$ cat src/rtl/mux_arb_pkg.sv
// mux_arb_pkg: shared constants, source encoding and output-stage state type for mux_arbiter.
package mux_arb_pkg;
    localparam logic SRC_A = 1'b0;
    localparam logic SRC_B = 1'b1;
    localparam int DEF_WIDTH = 32;
    localparam int DEF_CNT_W = 16;
    typedef enum logic {ST_EMPTY, ST_FULL} state_t;
endpackage

$ cat src/rtl/mux_arbiter_rr_pick2.sv
// rr_pick2: combinational two-way picker; ties go to the side named by prio_b.
module rr_pick2
    import mux_arb_pkg::*;
(
    input  logic a_valid_i,
    input  logic b_valid_i,
    input  logic prio_b_i,
    input  logic en_i,
    output logic grant_a_o,
    output logic grant_b_o,
    output logic grant_src_o
);
    always_comb begin
        grant_a_o   = en_i & a_valid_i & (~b_valid_i | ~prio_b_i);
        grant_b_o   = en_i & b_valid_i & (~a_valid_i | prio_b_i);
        grant_src_o = grant_b_o ? SRC_B : SRC_A;
    end
endmodule

$ cat src/rtl/mux_arbiter.sv
// mux_arbiter: round-robin 2:1 arbiter feeding a one-entry registered output stage.
// Optional saturating grant counters when MUX_ARB_STATS_EN is defined.
module mux_arbiter
    import mux_arb_pkg::*;
#(
    parameter int WIDTH = DEF_WIDTH,
    parameter int CNT_W = DEF_CNT_W
) (
    input  logic             clk,
    input  logic             rst_n,
    input  logic             a_valid,
    input  logic [WIDTH-1:0] a_data,
    output logic             a_ready,
    input  logic             b_valid,
    input  logic [WIDTH-1:0] b_data,
    output logic             b_ready,
    output logic             y_valid,
    output logic [WIDTH-1:0] y_data,
    input  logic             y_ready,
    output logic             sel
`ifdef MUX_ARB_STATS_EN
    ,
    output logic [CNT_W-1:0] grant_cnt_a,
    output logic [CNT_W-1:0] grant_cnt_b
`endif
);
    state_t           state_q, state_d;
    logic [WIDTH-1:0] y_data_q, y_data_d;
    logic             sel_q, sel_d;
    logic             prio_b_q, prio_b_d;
    logic             load_ok, grant_a, grant_b, grant_src, grant;

    // Readies are held low during reset so nothing is accepted and then discarded.
    assign load_ok = rst_n & ((state_q == ST_EMPTY) | y_ready);

    rr_pick2 u_pick (
        .a_valid_i   (a_valid),
        .b_valid_i   (b_valid),
        .prio_b_i    (prio_b_q),
        .en_i        (load_ok),
        .grant_a_o   (grant_a),
        .grant_b_o   (grant_b),
        .grant_src_o (grant_src)
    );

    always_comb begin
        grant    = grant_a | grant_b;
        state_d  = load_ok ? (grant ? ST_FULL : ST_EMPTY) : state_q;
        y_data_d = grant ? (grant_src == SRC_B ? b_data : a_data) : y_data_q;
        sel_d    = grant ? grant_src : sel_q;
        prio_b_d = grant ? (grant_src == SRC_A) : prio_b_q;
    end

    always_ff @(posedge clk) begin
        if (!rst_n) begin
            state_q  <= ST_EMPTY;
            y_data_q <= '0;
            sel_q    <= SRC_A;
            prio_b_q <= 1'b0;
        end else begin
            state_q  <= state_d;
            y_data_q <= y_data_d;
            sel_q    <= sel_d;
            prio_b_q <= prio_b_d;
        end
    end

    assign a_ready = grant_a;
    assign b_ready = grant_b;
    assign y_valid = state_q == ST_FULL;
    assign y_data  = y_data_q;
    assign sel     = sel_q;

`ifdef MUX_ARB_STATS_EN
    logic [CNT_W-1:0] cnt_a_q, cnt_a_d, cnt_b_q, cnt_b_d;
    always_comb begin
        cnt_a_d = cnt_a_q + {{(CNT_W-1){1'b0}}, grant_a & (cnt_a_q != '1)};
        cnt_b_d = cnt_b_q + {{(CNT_W-1){1'b0}}, grant_b & (cnt_b_q != '1)};
    end
    always_ff @(posedge clk) begin
        if (!rst_n) begin
            cnt_a_q <= '0;
            cnt_b_q <= '0;
        end else begin
            cnt_a_q <= cnt_a_d;
            cnt_b_q <= cnt_b_d;
        end
    end
    assign grant_cnt_a = cnt_a_q;
    assign grant_cnt_b = cnt_b_q;
`else
    logic [CNT_W-1:0] unused_cnt;
    assign unused_cnt = '0;
`endif
endmodule

$ cat config.mk
export PLATFORM = sky130hd
export DESIGN_NAME = mux_arbiter
export DESIGN_NICKNAME = d
export VERILOG_FILES = /design/src/rtl/mux_arb_pkg.sv /design/src/rtl/mux_arbiter_rr_pick2.sv /design/src/rtl/mux_arbiter.sv
export SDC_FILE = /design/constraint.sdc
export NUM_CORES = 1
export LEC_CHECK = 0
export ABC_CLOCK_PERIOD_IN_PS = 1800
export CAP_MARGIN = 20
export CELL_PAD_IN_SITES_DETAIL_PLACEMENT = 1
export CELL_PAD_IN_SITES_GLOBAL_PLACEMENT = 1
export CORE_AREA = 8 8 96 98
export DETAILED_ROUTE_END_ITERATION = 10
export DIE_AREA = 0 0 104 106
export PLACE_DENSITY = 0.78
export SLEW_MARGIN = 20
export SYNTH_ARGS = -nofsm -noshare
export SYNTH_HDL_FRONTEND = slang
export SYNTH_SLANG_ARGS = --single-unit
$ cat constraint.sdc
create_clock -name clk -period 1.8 [get_ports clk]
set_input_delay 0.36 -clock clk [delete_from_list [all_inputs] [get_ports clk]]
set_output_delay 0.36 -clock clk [all_outputs]
set_load 0.005 [all_outputs]
==> impl_metrics.tcl <==
set metrics [dict create \
    status "finished, final reports clean" \
    async_flop_share 0 \
    power.density_mw_per_mm2 626.5 \
    design_area_sq_mm 0.003367 \
    end_kind "register" \
    dieArea_sq_mm 0.01102 \
    fmax_mhz 573.5 \
    vdd_drop_max_mv 0.2130 \
    synth_top_cell_by_area "dfxtp_1" \
    place_area_sq_mm 0.003224 \
    ant_nets 0 \
    synth_edf_count 0 \
    grt_antenna_before_repair 0 \
    stdcell_count 447 \
    hold_buffers 0 \
    skew_ns 0.003746 \
    wl_per_cell_um 18.64 \
    via_count 2449 \
    min_to "sel$_SDFFE_PN0P_" \
    synth_ff_type "dfxtp_1" \
    cts_buffer_depth 2 \
    postSynthCellCount 255 \
    reg2reg_depth 5 \
    post_cts_buffers 0 \
    r2r_end "y_data[30]$_SDFFE_PN0P_" \
    dp_hpwl_um 5917 \
    layout-drive-gt1-share 0.1170 \
    clk_pin_slew_ns 0.07 \
    yosysWarnings 0 \
    cts_root_buf "clkbuf_8" \
    finalCritPeriodShare 0.9687 \
    cts_tree "built" \
    first_pass_iters 4 \
    slew_violations 0 \
    hold_viol_final 0 \
    syn2layout_area_growth_pct 62.30 \
    ys_seq_area_frac 0.3378 \
    critPathLaunch "b_valid" \
    dpl.cell_count 439 \
    drc 0 \
    worstPathArrival_ns 1.93 \
    avgSynthCellArea_sq_um 8.135 \
    worstSkewPairLatency_ns 0.28 \
    synth_top_area_frac 0.3378 \
    r2r_slack_ns 0.07 \
    routed_wl_um 8330 \
    drt-initial-drc-count 126 \
    dieWidth_um 104 \
    tightest_slew_ns 0.5668 \
    drt-vias-per-instance 5.479 \
    htreeDepth 2 \
    final_cell_mix "clkdlybuf4s50_1, a21oi_1, dfxtp_1" \
    die_h_um 106 \
    io_pins 105 \
    required_ns 1.99 \
    hold_class "register to register" \
    maxCapViolations 0 \
    nets 410 \
    fin_hold_ws_ns 0.4873 \
    finalSetupViolCount 0 \
    clkSinkCount 35 \
    synth_nets 324 \
    numCtsBuffers 5 \
    grt_pass1_wl_um 13640 \
    core_area_sq_mm 0.007845 \
    grt_usage 0.1477 \
    ys_top_cells_by_area "dfxtp_1, a311oi_1, o41ai_1" \
    netlist_area_sq_mm 0.002074 \
    grt_pass1_vias 2581 \
    cp-start-kind "primary input" \
    crit-reg2reg-launch "y_valid$_SDFFE_PN0N_" \
    crit_type "primary input to register" \
    power_leakage_nw 1.107 \
    post-route-min-period_ns 1.744 \
    synth-seq-cells 35 \
    final_common_cell "clkdlybuf4s50_1" \
    port_buffers 104 \
    fin_util 0.4292 \
    grt_overflow 0 \
    gp_congestion 0.6689 \
    hold_path_depth 2 \
    diodes 0 \
    cp_max_fo 66 \
    start_util 0.2644 \
    num_rows 33 \
    relSlewSlack 0.6221 \
    hold_start "sel$_SDFFE_PN0P_" \
    ys_types 22 \
    grt_max_degree 67 \
]
==> cell usage after synthesis, drive strengths merged (2+ instances only) <==
| library cell | instances |
|---|---|
| a21oi | 34 |
| a311oi | 32 |
| buf | 15 |
| clkbuf | 28 |
| dfxtp | 35 |
| inv | 2 |
| nand2 | 32 |
| nor2b | 2 |
| o21ai | 2 |
| o41ai | 32 |
| or3 | 2 |
| or4 | 32 |
==> worst max-delay path: stages <==
cell and delay [ns]:
dlygate4sd2_1 0.27, inv_2 0.05, buf_4 0.28, or4_1 0.62, a311oi_2 0.31
==> cell families (layout without fill, tap and decap cells) <==
group,count (synthesis),after routing,synth area share
buf+inv,46,133,0.1007
compound gates,103,103,0.3679
simple gates,71,71,0.1936
flops,35,35,0.3378
==> worst max path at each step <==
stage	to	depth (start not counted)
CTS	y_data[30]$_SDFFE_PN0P_	5
global placement	b_ready	5
detailed placement	a_ready	4
global route	y_data[30]$_SDFFE_PN0P_	5
floorplan	a_ready	4
finish	y_data[30]$_SDFFE_PN0P_	5
==> where the power goes <==
group          leakage [nW]  total [W]  switching, W  internal [W]
logic                 0.775   0.000681      0.000303      0.000378
registers             0.290   0.000875     0.0000352      0.000840
clock network        0.0422   0.000553      0.000281      0.000272
total                  1.11    0.00211      0.000620       0.00149
==> sequential cells by signal (all words and copies together), names as in the netlist <==
| name | cells |
|---|---|
| y_valid | 1 |
| y_data | 32 |
| prio_b_q | 1 |
| sel | 1 |
==> per-stage QoR <==
step           setup TNS (ns)  setup WS [ns]  power (W)
2_1_floorplan               0         0.1572   0.001178
3_3_place_gp           -12.06        -0.4741   0.001543
3_5_place_dp           -13.39        -0.5330   0.001561
4_1_cts                     0        0.04545   0.002133
5_1_grt             -0.009919      -0.009919   0.002238
6_report                    0        0.05637   0.002109
==> layout make-up <==
type                       instances  area [sq um]
clock buffer                       7         76.32
multi-input combinational        174          1231
fill                             913          4478
timing repair buffer             122          1210
tap                              105         131.4
clock inverter                     1         5.005
sequential                        35         701.9
inverter                           3         11.26
==> routing by layer <==
| metal | global-route usage | up-vias | wire [um] |
|---|---|---|---|
| met3 | 0.04295 | 6 | 428 |
| met5 | 0 | - | 0 |
| met4 | 0.03206 | 0 | 63 |
| met1 | 0.1772 | 1162 | 3690 |
| li1 | - | 1215 | - |
| met2 | 0.2557 | 66 | 4146 |
==> repair_timing <==
| item | 4_1_cts | 5_1_grt |
|---|---|---|
| pin swaps | 1 | 0 |
| endpoints found under the setup margin | 34 | 8 |
| resized for setup | 21 | 8 |
Note: power is estimated with default switching activity, not from simulation.
